[config.mk]
export PLATFORM = sky130hd
export DESIGN_NAME = cla_pipe_addsub
export DESIGN_NICKNAME = d
export VERILOG_FILES = /design/src/rtl/cla_pkg.sv /design/src/rtl/cla_seg.sv /design/src/rtl/cla_pipe_addsub.sv
export SDC_FILE = /design/constraint.sdc
export NUM_CORES = 1
export LEC_CHECK = 0
export BUFFER_PORTS_ARGS = -buffer_cell sky130_fd_sc_hd__buf_2
export CAP_MARGIN = 0
export CORE_UTILIZATION = 45
export CTS_BUF_LIST = sky130_fd_sc_hd__clkbuf_8
export DETAILED_ROUTE_END_ITERATION = 8
export PLACE_DENSITY_LB_ADDON = 0.05
export SYNTH_ARGS = -nofsm -noshare
export SYNTH_HDL_FRONTEND = slang
export SYNTH_SLANG_ARGS = --single-unit
[constraint.sdc]
create_clock -name clk -period 21.2 [get_ports clk]
set_clock_uncertainty 0.15 [all_clocks]
set_input_delay 4.24 -clock clk [delete_from_list [all_inputs] [get_ports clk]]
set_output_delay 4.24 -clock clk [all_outputs]
set_load 0.05 [all_outputs]
[src/rtl/cla_pkg.sv]
// Shared defaults and parameter helpers for the pipelined carry-lookahead adder/subtractor.
package cla_pkg;

   localparam int unsigned DefN   = 32;
   localparam int unsigned DefSeg = 8;

   function automatic int unsigned cla_stages(input int unsigned n, input int unsigned seg);
      return n / seg;
   endfunction

   // Legal shapes: whole 4-bit CLA groups per segment and whole segments per operand.
   function automatic bit cla_params_ok(input int unsigned n, input int unsigned seg);
      return (seg >= 4) && (seg % 4 == 0) && (n >= seg) && (n % seg == 0);
   endfunction

endpackage

[src/rtl/cla_seg.sv]
// Combinational SEG-bit carry-lookahead segment built from 4-bit CLA groups.
module cla_seg
   import cla_pkg::*;
#(
   parameter int unsigned SEG = DefSeg
) (
   input  logic [SEG-1:0] a,
   input  logic [SEG-1:0] b,
   input  logic           cin,
   output logic [SEG-1:0] s,
   output logic           cout
);

   localparam int unsigned GROUPS = SEG / 4;

   logic [SEG-1:0]    p, g, c;
   logic [GROUPS-1:0] gp, gg;
   logic [GROUPS:0]   gc;

   always_comb begin
      p  = a ^ b;
      g  = a & b;
      c  = '0;
      gp = '0;
      gg = '0;
      gc = '0;
      gc[0] = cin;
      // Group carries from group propagate/generate only; unrolls to a flat lookahead.
      for (int unsigned i = 0; i < GROUPS; i++) begin
         gp[i] = &p[4*i +: 4];
         gg[i] = g[4*i+3] | (p[4*i+3] & g[4*i+2]) | (p[4*i+3] & p[4*i+2] & g[4*i+1])
               | (p[4*i+3] & p[4*i+2] & p[4*i+1] & g[4*i]);
         gc[i+1] = gg[i] | (gp[i] & gc[i]);
      end
      for (int unsigned i = 0; i < GROUPS; i++) begin
         c[4*i]   = gc[i];
         c[4*i+1] = g[4*i] | (p[4*i] & gc[i]);
         c[4*i+2] = g[4*i+1] | (p[4*i+1] & g[4*i]) | (p[4*i+1] & p[4*i] & gc[i]);
         c[4*i+3] = g[4*i+2] | (p[4*i+2] & g[4*i+1]) | (p[4*i+2] & p[4*i+1] & g[4*i])
                  | (p[4*i+2] & p[4*i+1] & p[4*i] & gc[i]);
      end
      s    = p ^ c;
      cout = gc[GROUPS];
   end

endmodule

[src/rtl/cla_pipe_addsub.sv]
// Pipelined add/subtract: stage k adds segment k using the carry registered by stage k-1;
// operands ride along with the carry and finished segments ride along to the output.
module cla_pipe_addsub
   import cla_pkg::*;
#(
   parameter int unsigned N   = DefN,
   parameter int unsigned SEG = DefSeg
) (
   input  logic         clk,
   input  logic         reset,
   input  logic         in_valid,
   output logic         in_ready,
   input  logic [N-1:0] a,
   input  logic [N-1:0] b,
   input  logic         sub,
   output logic         out_valid,
   input  logic         out_ready,
   output logic [N-1:0] sum,
   output logic         cout,
   output logic         ovf
);

   localparam int unsigned STAGES = cla_stages(N, SEG);

   if (!cla_params_ok(N, SEG)) begin : g_bad_params
      $error("cla_pipe_addsub: N must be a nonzero multiple of SEG and SEG a multiple of 4");
   end

   logic           en;
   logic [N-1:0]   b_x;
   logic [N-1:0]   a_q   [STAGES];
   logic [N-1:0]   b_q   [STAGES];
   logic [N-1:0]   s_q   [STAGES];
   logic           v_q   [STAGES];
   logic           c_q   [STAGES];
   logic           ovf_q;
   logic [N-1:0]   st_a  [STAGES];
   logic [N-1:0]   st_b  [STAGES];
   logic [N-1:0]   st_s  [STAGES];
   logic [N-1:0]   s_d   [STAGES];
   logic           st_v  [STAGES];
   logic           st_ci [STAGES];
   logic [SEG-1:0] seg_s [STAGES];
   logic           seg_co[STAGES];
   logic           msb_ci, ovf_d;

   assign en       = !v_q[STAGES-1] || out_ready;
   assign in_ready = en || !reset;
   assign b_x      = sub ? ~b : b;

   // Stage inputs: the ports for stage 0, the previous stage's registers otherwise.
   always_comb begin
      st_a[0]  = a;
      st_b[0]  = b_x;
      st_s[0]  = '0;
      st_v[0]  = in_valid;
      st_ci[0] = sub;
      for (int unsigned k = 1; k < STAGES; k++) begin
         st_a[k]  = a_q[k-1];
         st_b[k]  = b_q[k-1];
         st_s[k]  = s_q[k-1];
         st_v[k]  = v_q[k-1];
         st_ci[k] = c_q[k-1];
      end
   end

   always_comb begin
      for (int unsigned k = 0; k < STAGES; k++) begin
         s_d[k]                = st_s[k];
         s_d[k][k*SEG +: SEG]  = seg_s[k];
      end
   end

   for (genvar k = 0; k < STAGES; k++) begin : g_stage
      cla_seg #(
         .SEG(SEG)
      ) u_seg (
         .a   (st_a[k][k*SEG +: SEG]),
         .b   (st_b[k][k*SEG +: SEG]),
         .cin (st_ci[k]),
         .s   (seg_s[k]),
         .cout(seg_co[k])
      );

      // Operand bits already consumed are dead past their stage and trim away in synthesis.
      always_ff @(posedge clk) begin
         if (!reset) begin
            v_q[k] <= 1'b0;
            c_q[k] <= 1'b0;
            a_q[k] <= '0;
            b_q[k] <= '0;
            s_q[k] <= '0;
         end else if (en) begin
            v_q[k] <= st_v[k];
            c_q[k] <= seg_co[k];
            a_q[k] <= st_a[k];
            b_q[k] <= st_b[k];
            s_q[k] <= s_d[k];
         end
      end
   end

   // Carry into the MSB recovered from the MSB sum bit and its operand bits.
   assign msb_ci = st_a[STAGES-1][N-1] ^ st_b[STAGES-1][N-1] ^ seg_s[STAGES-1][SEG-1];
   assign ovf_d  = msb_ci ^ seg_co[STAGES-1];

   always_ff @(posedge clk) begin
      if (!reset) begin
         ovf_q <= 1'b0;
      end else if (en) begin
         ovf_q <= ovf_d;
      end
   end

   assign out_valid = v_q[STAGES-1];
   assign sum       = s_q[STAGES-1];
   assign cout      = c_q[STAGES-1];
   assign ovf       = ovf_q;

endmodule

==> results.sh <==
export IMPL_grt_pass1_vias=4612
export IMPL_ir_worst_vdd_uv=37.43
export IMPL_port_buffers=104
export IMPL_ys_seq_elements=185
export IMPL_htreeDepth=4
export IMPL_synth_main_ff_cell="edfxtp_1"
export IMPL_nNetsFinal=810
export IMPL_crit_fanout=132
export IMPL_violations="DRC"
export IMPL_total_power_w=0.0008063
export IMPL_drt_iter0_drc=366
export IMPL_ioPinCount=105
export IMPL_wire_per_inst_um=15.81
export IMPL_max_slew_margin_pct=26.61
export IMPL_cts_buffer_depth=2
export IMPL_synth_distinct_cells=42
export IMPL_async_flop_share_pct=0
export IMPL_synth_avg_cell_area_um2=13.66
export IMPL_area_sequential_um2=5525
export IMPL_worstHoldPathType="reg2reg"
export IMPL_placed_cells=912
export IMPL_power_density_nw_per_um2=84.21
export IMPL_synth_edff_count=182
export IMPL_required_ns=16.81
export IMPL_post_synth_top_area_cell="edfxtp_1"
export IMPL_overflow=0
export IMPL_grt_usage_pct=16.03
export IMPL_hold_buffers=0
export IMPL_routabilityCongestion=0.8161
export IMPL_outcome="complete, but fails checks"
export IMPL_grt_pass1_wl_um=23960
export IMPL_syn_num_nets=723
export IMPL_n_fill_cell=1592
export IMPL_start_kind="primary input"
export IMPL_worstMarginPinSlew_ns=1.097
export IMPL_syn_cell_area_um2=8401
export IMPL_fin_ws_ns=10.06
export IMPL_leakagePower_nw=4.537
export IMPL_setup_tns_ns=0
export IMPL_ys_warnings_count=0
export IMPL_initial_core_util_pct=46.29
export IMPL_dpl_hpwl_um=9315
export IMPL_place_ws_ns=10.03
export IMPL_die_width_um=138.6
export IMPL_setup_viol_count_final=0
export IMPL_cts_tree="done"
export IMPL_dieArea_um2=19220
export IMPL_clock_root_buffer="clkbuf_8"
export IMPL_routed_wl_um=14920
export IMPL_first_pass_iters=7
export IMPL_max_freq_ghz=0.08977
export IMPL_cts_clk_slew_worst_paths_ns=0.09
export IMPL_cts_sinks=185
export IMPL_fin_util_pct=52.76
export IMPL_period_needed_ns=11.14
export IMPL_area_growth_pct=13.99
export IMPL_antenna_found_initial=0
export IMPL_cap_violations=0
export IMPL_via_count=4930
export IMPL_end_kind="output pin"
export IMPL_synth_cells=615
export IMPL_crit_type="in2out"
export IMPL_cts_resized=0
export IMPL_rsz0062_at_grt="false"
export IMPL_drive_gt1_share_pct=19.86
export IMPL_clock_latency_ns=0.45
export IMPL_finalCritPeriodShare_pct=52.54
export IMPL_grt_max_degree=133
export IMPL_drv_slew=0
export IMPL_reg2reg_slack_ns=18.40
export IMPL_antenna_left=0
export IMPL_core_area_um2=18150
export IMPL_cts_setup_buffers=0
export IMPL_routed_via_density=5.222
export IMPL_cts_buffers=17
export IMPL_final_cells=944
export IMPL_die_height_um=138.6
export IMPL_drc=11
export IMPL_seq_area_frac_synth_pct=65.77
export IMPL_synth_area_leaders="edfxtp_1 65%, and3_1 9.6%, ha_1 4.8%, xnor2_1 3.2%, nor2_1 2.2%"
export IMPL_diodes=0
export IMPL_yosys_area_top_type_share_pct=65.06
export IMPL_row_count=49
export IMPL_hold_viol=0
export IMPL_worst_ep_arrival_time_ns=6.75
export IMPL_multi_input_area_um2=2656
[metrics by stage]
| step | hold slack (ns) | area, µm² |
|---|---|---|
| global placement | 0.3351 | 9080 |
| global route | 0.3708 | 9575 |
| floorplan | 0.2845 | 8401 |
| finish | 0.3513 | 9575 |
| CTS | 0.3504 | 9575 |
| detailed placement | 0.3294 | 9080 |
[power by group]
part	internal [W]	leakage, nW	switching, W
combinational	0.0000339	2.10	0.0000507
clock	0.000156	0.252	0.000130
sequential	0.000429	2.19	0.00000699
total	0.000619	4.54	0.000187
[worst paths after layout]
| check | from | endpoint | depth (start not counted) |
|---|---|---|---|
| worst max-delay path | reset | in_ready | 6 |
| worst min-delay path | v_q[1] | v_q[2] | 1 |
| worst max register to register | v_q[3] | s_q[3][10] | 4 |
| worst min register to register | v_q[1] | v_q[2] | 1 |
[logic make-up after synthesis]
group | Yosys count | share of synthesized area [%]
fa+ha+maj | 39 | 6.434
compound gates | 63 | 5.258
mux | 6 | 0.7150
simple gates | 221 | 14.40
xor+xnor | 45 | 4.692
buf+inv | 56 | 2.726
flops | 185 | 65.77
[layout make-up]
cell class	instances	share of cell area, %
Clock inverter	15	2.731
Timing Repair Buffer	107	5.671
Clock buffer	17	2.443
Sequential cell	185	57.70
Inverter	17	0.7187
Multi-Input combinational cell	374	27.74
Tap cell	229	2.992
[synth_stat cells, drive strengths merged (2+ instances only)]
cell,count
dfxtp,3
a22o,4
a211oi,7
edfxtp,182
nand2,17
a21o,10
buf,10
a21oi,11
nand2b,3
xnor2,31
o21ai,10
fa,7
or3,7
ha,32
nor2,49
o211ai,3
o21bai,2
mux2i,6
nor3,7
clkbuf,29
inv,17
and3,129
nor2b,2
o21a,4
nand3,3
o311ai,2
xor2,14
[sequential cells by signal, indices dropped and copies added, names as in the netlist]
register	flops
c_q	4
v_q	4
ovf	1
b_q	48
s_q	80
a_q	48
[layer usage]
| metal | wire [µm] | vias up | GRT usage (%) |
|---|---|---|---|
| met5 | 0 | - | 0 |
| met4 | 184 | 0 | 6.667 |
| met3 | 751 | 18 | 3.591 |
| met2 | 6434 | 122 | 22.31 |
| met1 | 7549 | 2333 | 24.15 |
| li1 | - | 2457 | - |
[placed cells by master, fill, tap and decap left out, drive strengths merged, types with 6 or more instances in the layout]
cell / netlist / final
edfxtp: 182 / 182
and3: 129 / 129
buf: 10 / 107
nor2: 49 / 49
ha: 32 / 32
xnor2: 31 / 31
inv: 17 / 24
clkbuf: 29 / 17
nand2: 17 / 17
xor2: 14 / 14
a21oi: 11 / 11
o21ai: 10 / 10
a21o: 10 / 10
a211oi: 7 / 7
nor3: 7 / 7
or3: 7 / 7
fa: 7 / 7
mux2i: 6 / 6
bufinv: 0 / 6
[worst max-delay path, cell delays in order]
cell and delay, ns:
buf_2 0.07, buf_4 0.74, inv_1 0.36, nor2_1 0.47, inv_6 0.38, buf_2 0.37
(Power assumes the default switching activity.)
